===== config.mk =====
export PLATFORM = sky130hd
export DESIGN_NAME = regfile_dump
export DESIGN_NICKNAME = d
export VERILOG_FILES = /design/src/rtl/regfile_pkg.sv /design/src/rtl/regfile_dump_fsm.sv /design/src/rtl/regfile_dump.sv
export SDC_FILE = /design/constraint.sdc
export NUM_CORES = 2
export LEC_CHECK = 0
export ABC_CLOCK_PERIOD_IN_PS = 2750
export CORE_MARGIN = 4
export CORE_UTILIZATION = 30
export DETAILED_ROUTE_END_ITERATION = 16
export SLEW_MARGIN = 15
export SYNTH_ARGS = -nofsm -noshare
export SYNTH_HDL_FRONTEND = slang
export SYNTH_SLANG_ARGS = --single-unit

===== constraint.sdc =====
create_clock -name clock -period 2.75 [get_ports clock]
set_clock_uncertainty 0.15 [all_clocks]
set_input_delay 0.55 -clock clock [delete_from_list [all_inputs] [get_ports clock]]
set_output_delay 0.55 -clock clock [all_outputs]
set_load 0.02 [all_outputs]

===== src/rtl/regfile_pkg.sv =====
// Shared definitions for the register file with streaming dump port.
// Optional build macro: REGFILE_WRITE_BYPASS_EN (same-cycle write forwarding).
package regfile_pkg;

    localparam int REG_W    = 32;
    localparam int REG_AW   = 5;
    localparam int NUM_REGS = 32;

    typedef enum logic [1:0] {
        IDLE = 2'd0,
        LOAD = 2'd1,
        SEND = 2'd2,
        DONE = 2'd3
    } dump_state_t;

endpackage


===== src/rtl/regfile_dump_fsm.sv =====
// Dump sequencer: walks the index range, raises the load strobe and runs the valid/ready handshake.
// Handshake: a beat transfers on a rising edge where dump_valid & dump_ready; valid holds until then.
module regfile_dump_fsm
    import regfile_pkg::*;
#(
    parameter int ADDR_W    = REG_AW,
    parameter int DUMP_FROM = 0
) (
    input  logic              clock,
    input  logic              reset,
    input  logic              dump_start,
    input  logic              dump_ready,
    output logic [ADDR_W-1:0] rd_idx,
    output logic              load_en,
    output logic              dump_valid,
    output logic              dump_busy,
    output dump_state_t       state
);

    localparam logic [ADDR_W:0] LAST_IDX  = (ADDR_W+1)'(2**ADDR_W - 1);
    localparam logic [ADDR_W:0] FIRST_IDX = (ADDR_W+1)'(DUMP_FROM);

    dump_state_t     state_nxt;
    logic [ADDR_W:0] idx;
    logic [ADDR_W:0] idx_nxt;

    always_ff @(posedge clock or negedge reset) begin
        if (!reset) begin
            state <= IDLE;
            idx   <= '0;
        end else begin
            state <= state_nxt;
            idx   <= idx_nxt;
        end
    end

    always_comb begin
        state_nxt = state;
        idx_nxt   = idx;
        load_en   = 1'b0;
        case (state)
            IDLE: begin
                if (dump_start) begin
                    state_nxt = LOAD;
                    idx_nxt   = FIRST_IDX;
                end
            end
            LOAD: begin
                load_en   = 1'b1;
                state_nxt = SEND;
            end
            SEND: begin
                // The last index retires to DONE, so idx never steps past it.
                if (dump_ready) begin
                    if (idx == LAST_IDX) begin
                        state_nxt = DONE;
                    end else begin
                        idx_nxt   = idx + 1'b1;
                        state_nxt = LOAD;
                    end
                end
            end
            DONE:    state_nxt = IDLE;
            default: state_nxt = IDLE;
        endcase
    end

    // Valid derives from state so that an asynchronous reset drops it at once.
    assign dump_valid = (state == SEND);
    assign dump_busy  = (state != IDLE);
    assign rd_idx     = idx[ADDR_W-1:0];

endmodule


===== src/rtl/regfile_dump.sv =====
// 2-read/1-write register file with r0 hardwired to zero and a valid/ready dump stream.
// Optional build macro: REGFILE_WRITE_BYPASS_EN forwards same-cycle write data to reads and dump capture.
module regfile_dump
    import regfile_pkg::*;
#(
    parameter int DATA_W    = REG_W,
    parameter int ADDR_W    = REG_AW,
    parameter int DUMP_FROM = 0
) (
    input  logic              clock,
    input  logic              reset,
    input  logic              ctrl_writeEnable,
    input  logic [ADDR_W-1:0] ctrl_writeReg,
    input  logic [DATA_W-1:0] data_writeReg,
    input  logic [ADDR_W-1:0] ctrl_readRegA,
    input  logic [ADDR_W-1:0] ctrl_readRegB,
    output logic [DATA_W-1:0] data_readRegA,
    output logic [DATA_W-1:0] data_readRegB,
    input  logic              dump_start,
    output logic              dump_valid,
    input  logic              dump_ready,
    output logic [ADDR_W-1:0] dump_idx,
    output logic [DATA_W-1:0] dump_data,
    output logic              dump_last,
    output logic              dump_busy,
    output dump_state_t       dump_state
);

    localparam int              DEPTH    = 2**ADDR_W;
    localparam logic [ADDR_W-1:0] LAST_IDX = ADDR_W'(DEPTH - 1);

    logic [DATA_W-1:0] mem [DEPTH];
    logic              wr_fire;
    logic [ADDR_W-1:0] load_idx;
    logic              load_en;
    logic [DATA_W-1:0] load_val;

    assign wr_fire = ctrl_writeEnable && (ctrl_writeReg != '0);

    always_ff @(posedge clock or negedge reset) begin
        if (!reset) begin
            for (int i = 0; i < DEPTH; i++) begin
                mem[i] <= '0;
            end
        end else if (wr_fire) begin
            mem[ctrl_writeReg] <= data_writeReg;
        end
    end

    // Read ports plus the dump capture port share one lookup rule: r0 is zero, bypass optional.
    always_comb begin
        data_readRegA = mem[ctrl_readRegA];
        data_readRegB = mem[ctrl_readRegB];
        load_val      = mem[load_idx];
`ifdef REGFILE_WRITE_BYPASS_EN
        if (wr_fire && (ctrl_writeReg == ctrl_readRegA)) data_readRegA = data_writeReg;
        if (wr_fire && (ctrl_writeReg == ctrl_readRegB)) data_readRegB = data_writeReg;
        if (wr_fire && (ctrl_writeReg == load_idx))      load_val      = data_writeReg;
`endif
        if (ctrl_readRegA == '0) data_readRegA = '0;
        if (ctrl_readRegB == '0) data_readRegB = '0;
        if (load_idx == '0)      load_val      = '0;
    end

    regfile_dump_fsm #(
        .ADDR_W    (ADDR_W),
        .DUMP_FROM (DUMP_FROM)
    ) u_fsm (
        .clock      (clock),
        .reset      (reset),
        .dump_start (dump_start),
        .dump_ready (dump_ready),
        .rd_idx     (load_idx),
        .load_en    (load_en),
        .dump_valid (dump_valid),
        .dump_busy  (dump_busy),
        .state      (dump_state)
    );

    always_ff @(posedge clock or negedge reset) begin
        if (!reset) begin
            dump_idx  <= '0;
            dump_data <= '0;
        end else if (load_en) begin
            dump_idx  <= load_idx;
            dump_data <= load_val;
        end
    end

    assign dump_last = dump_valid && (dump_idx == LAST_IDX);

endmodule


# Word-level counts from Yosys, hierarchy flattened
# Index checks and enable logic that the tools add are counted.
[op_classes]
n_bitwise = 4
magnitude_cmp = 5
n_reduce_logical = 12
mul = 0
n_addsub = 1
n_eq_ne = 8
div_mod_pow = 0
n_mux = 24
shift = 0
[ops]
columns = ["cell", "count"]
rows = [
  ["$bwmux 1024", 1],
  ["$bmux 32 s5", 3],
  ["$mux 32", 10],
  ["$demux 32 s5", 1],
  ["$ge 6x6->1 const B", 4],
  ["$not 5->6", 4],
  ["$mux 6", 3],
  ["$logic_not 5->1", 3],
  ["$pmux 6 s2", 1],
  ["$pmux 2 s4", 1],
  ["$add 6x1->6 const B", 1],
  ["$eq 6x5->1 const B", 1],
  ["$lt 6x1->1 const B", 1],
  ["$mux 2", 3],
  ["$eq 5x5->1 const B", 1],
  ["$reduce_bool 5->1", 1],
  ["$eq 2x2->1 const B", 2],
  ["$ne 2x2->1 const B", 2],
  ["$reduce_and 4->1", 1],
  ["$reduce_bool 2->1", 2],
  ["$logic_and 1x1->1", 3],
  ["$eq 2x1->1 const B", 1],
  ["$logic_not 2->1", 1],
  ["$ne 2x1->1 const B", 1],
  ["2 further kinds", 2],
]
[word_totals]
input_bits = 52
wordCells = 90
romBits = 0
n_memories = 0
out_inout_bits = 106
latchBits = 0
mem_bits_rw = 0
regBits = 1069

# Depth between registers and ports, before layout
[logic_depth]
depth_word = 6
ltp_mapped = 12
ltp_nobuf = 6

# Modules after synthesis
# A second synthesis with hierarchy kept.
[hier_totals]
hier_cells = 4213
area_unflattened_um2 = 64008.9
[by_module_without_submodules]
columns = ["module", "seq_area_each_um2", "n_inst", "cells_each", "area_each_um2"]
rows = [
  ["regfile_dump", 26550.5, 1, 4162, 63513.4],
  ["regfile_dump_fsm", 200.2, 1, 51, 495.5],
]

# Worst setup path after synthesis
# No wires, ideal clock.
[synth_path]
path_kind = "in2out"
from = "input ctrl_readRegA[0]"
to = "output data_readRegA[10]"
t_arrival_ps = 2339
slack_ps = -289
cell_stages = 7
path_buffers = 4
t_required_ps = 2050
cell_sequence = "buf_2 > inv_1 > buf_2 > clkbuf_1 > clkbuf_1 > o2111ai_1 > a311oi_1"
[synth_between]
elab_chain_len = 5
elab_cells_between_ends = 6
cone_classes = "4 x mux; 1 x bitwise; 1 x reduce/logical"
[synth_rtl]
columns = ["item", "line", "source"]
rows = [
  ["start, declared", "regfile_dump.sv:15", "input logic [ADDR_W-1:0] ctrl_readRegA,"],
  ["$not 5->6 (implied by the code)", "regfile_dump.sv:52", "data_readRegA = mem[ctrl_readRegA];"],
  ["$bmux 32 s5", "regfile_dump.sv:52", ""],
  ["$mux 32 (implied by the code) (2 in series)", "regfile_dump.sv:52", ""],
  ["$mux 32 *", "regfile_dump.sv:60", "if (ctrl_readRegA == '0) data_readRegA = '0;"],
  ["end, declared", "regfile_dump.sv:17", "output logic [DATA_W-1:0] data_readRegA,"],
]
# Mark *: on every way between the ends. The rest lies on a longest branch, timed or not. The select of a mux whose other input is x is not followed.

# Worst setup path after layout
[layout_path]
from = "input ctrl_readRegB[2]"
to = "output data_readRegB[23]"
[layout_between]
elab_chain_len = 5
elab_cells_between_ends = 6
cone_classes = "4 x mux; 1 x bitwise; 1 x reduce/logical"
[layout_rtl]
columns = ["item", "line", "source"]
rows = [
  ["start, declared", "regfile_dump.sv:16", "input logic [ADDR_W-1:0] ctrl_readRegB,"],
  ["$not 5->6 (implied by the code)", "regfile_dump.sv:53", "data_readRegB = mem[ctrl_readRegB];"],
  ["$bmux 32 s5", "regfile_dump.sv:53", ""],
  ["$mux 32 (implied by the code) (2 in series)", "regfile_dump.sv:53", ""],
  ["$mux 32 *", "regfile_dump.sv:61", "if (ctrl_readRegB == '0) data_readRegB = '0;"],
  ["end, declared", "regfile_dump.sv:18", "output logic [DATA_W-1:0] data_readRegB,"],
]
# Marked as above.

==> flow_summary_export.csv <==
group,metric,value,unit
status,status,"finished with violations",
status,violations,"setup timing",
synthesis,synth_top_flop_cell,"dfrtp_1",
power_and_ir_drop,power-per-cell-area,682,nW/µm²
grt,grt_pass1_vias,51700,
timing,setup_viol,64,
routing,drc,0,
power_and_ir_drop,p_leak,35.1,nW
synthesis,yosysTopAreaCell,"dfrtp_1",
floorplan,start_util,30.2,%
clock_network,h-tree-depth,3,
synthesis,synth.yosys.warnings,0,
clock_network,cts_root_buffer,"clkbuf_16",
grt,grt_util_all_layers,25.0,%
timing,hold_viol_final,0,
critical_path,worstPathRequired,2.05,ns
routing,vias,50800,
synthesis,synthTopCellsByArea,"dfrtp_1 41%, mux4_2 21%, mux2_2 19%, mux2i_1 5.4%, clkbuf_1 1.7%",
hold_path,hp-class,"in2async",
timing,timing.final.crit_period,3.32,ns
routing,routed_wl,286000,µm
timing,max_freq,0.301,GHz
critical_path,critPathLaunchType,"input pin",
synthesis,synth_top_area_share,41.3,%
critical_path,r2r_start,"u_fsm.idx[0]",
place,hpwl,191000,µm
routing,first_iter_violations,5434,
flow_run,maxCapViolCount,0,
clock_network,insertion_delay,0.76,ns
floorplan,dieWidth,473,µm
synthesis,synthCells,4653,
synthesis,synth_common_cells,"1098 x mux2_2, 1069 x dfrtp_1, 590 x mux4_2, 348 x mux2i_1, 301 x clkbuf_1",
critical_path,critPathKind,"in2out",
timing,relSlewSlack,35.6,%
finish,drive_gt1_share,60.3,%
clock_network,numClockSinks,1069,
grt,antenna_found_initial,7,
timing,finalCritPeriodShare,121,%
timing,rsz0062_at_grt,"true",
synthesis,async_flop_share,100,%
floorplan,ios,158,
timing,setup_slack,-0.571,ns
clock_network,cts_tree,"yes",
floorplan,dieArea,223000,µm²
synthesis,synth_edf_count,0,
grt,grt_pass1_wl,402000,µm
critical_path,crit_start,"ctrl_readRegB[2]",
finish,syn2layout_area_growth,31.1,%
routing,viasPerCell,6.18,
synthesis,synth_seq_cells,1069,
grt,grt-ovfl-total,0,
routing,postRouteAntennaNets,0,
routing,dr.pass1.iters,6,
synthesis,yosysMostFrequentCell,"mux2_2",
place,gp_congestion,0.919,
place,io_buffers,157,
critical_path,crit_path_max_fanout,21,
synthesis,netlist_area,64700,µm²
clock_network,clock_path_buffers,3,
timing,maxSlewViolCount,0,
finish,nNetsFinal,5337,
synthesis,synth.distinct_cells,52,
grt,grt_max_degree,95,
critical_path,arrival,2.62,ns
routing,wl_per_cell,34.8,µm
timing,worst_slew_pin_slew,0.959,ns
critical_path,cp-end-kind,"primary output",
finish,utilization,39.5,%
clock_network,clk_pin_slew,0.08,ns
synthesis,syn_avg_cell_area,13.9,µm²
power_and_ir_drop,ir_drop,0.616,mV
clock_network,cts_buffers,111,
place,place_ws,-1.07,ns
synthesis,syn-num-nets,4707,
floorplan,die_h,473,µm
floorplan,row_count,170,
floorplan,core,215000,µm²
synthesis,ys_seq_area_share,41.3,%
## timing repair
action                                  4_1_cts  5_1_grt
gates resized for setup                     569      153
endpoints found under the setup margin       81       69
endpoints found under the hold margin        75        0
pin swaps                                    91       65
hold buffers                                  1        0
setup buffers                                99       65
gates cloned                                 10        6
## path summary, 6_finish.rpt
check	endpoint	slack (ns)	cells past startpoint
max	data_readRegB[23]	-0.57	9
min	mem[787]	0.20	2
max reg2reg	dump_data[22]	0.07	5
min reg2reg	mem[1010]	0.28	0
max in group asynchronous	mem[265]	1.15	4
min in group clock	mem[1010]	0.28	0
## cells by family after synthesis
| group | share of synthesized area, % |
|---|---|
| muxes | 45.0 |
| DFF | 41.3 |
| AOI/OAI and AO/OA | 6.98 |
| buffers and inverters | 3.78 |
| and+or+nand+nor | 2.87 |
| adders and majority gates | 0.0386 |
## cells in the final DEF (no fill, tap or decap), types with 21 or more instances in the layout
cell	instances
dfrtp_1	1059
mux2_2	1057
buf_4	606
mux4_2	590
mux2i_1	342
buf_12	243
nand2_1	161
clkbuf_16	120
buf_6	83
clkdlybuf4s50_1	70
o21ai_2	61
a211oi_2	52
nor2b_1	49
nor2_1	44
a221oi_1	43
mux2_4	41
a22oi_2	39
a311oi_4	34
o22a_1	31
a311oi_2	30
o21ai_1	29
a22oi_1	25
o2111ai_1	24
nand3_1	24
o22ai_1	24
buf_16	24
a221oi_2	21
## state kept, by name, indices dropped and copies added (netlist names)
signal / flops
dump_data: 32
dump_idx: 5
mem: 1024
u_fsm.idx: 6
u_fsm.state: 2
## routing by layer
metal | up-vias | GRT usage, % | share of wire, %
met4 | 2 | 20.3 | 10
met2 | 3152 | 38.4 | 45
met1 | 26900 | 30.0 | 36
met5 | - | 0 | 0.0045
li1 | 19700 | - | -
met3 | 1124 | 5.66 | 8.9
## power by group
group / internal [W] / switching (W) / total [W]
registers: 0.0187 / 0.00313 / 0.0218
clock network: 0.00916 / 0.00693 / 0.0161
logic: 0.0108 / 0.00918 / 0.0200
total: 0.0386 / 0.0192 / 0.0579
## metrics by stage
stage | power (W) | instance area, µm² | setup TNS [ns] | hold WS (ns) | instances
floorplan | 0.0324 | 65200 | -0.134 | 0.104 | 4653
global route | 0.0598 | 84900 | -28.28 | 0.241 | 8209
global placement | 0.0395 | 76400 | -122.94 | 0.250 | 7848
CTS | 0.0571 | 83400 | -27.04 | 0.189 | 8144
detailed placement | 0.0399 | 76400 | -131.11 | 0.258 | 7848
finish | 0.0579 | 84900 | -26.84 | 0.201 | 8215
## critical path, stage by stage
cell and delay, ns:
buf_16 0.15, buf_4 0.20, buf_12 0.17, mux2i_4 0.20, a221oi_4 0.30, o21ai_2 0.12, a311oi_4 0.55, buf_6 0.21
buf_12 0.11
## final cells by class
cell class | instances | area [µm²]
sequential | 1069 | 26800
antenna | 7 | 17.5
tap | 2838 | 3550
fill | 19600 | 130000
clock inverter | 50 | 614
clock buffer | 150 | 3160
inverter | 12 | 55.1
timing repair buffer | 1064 | 12300
multi-input combinational | 3025 | 38400
No activity file was read; power rests on OpenSTA's default activity.
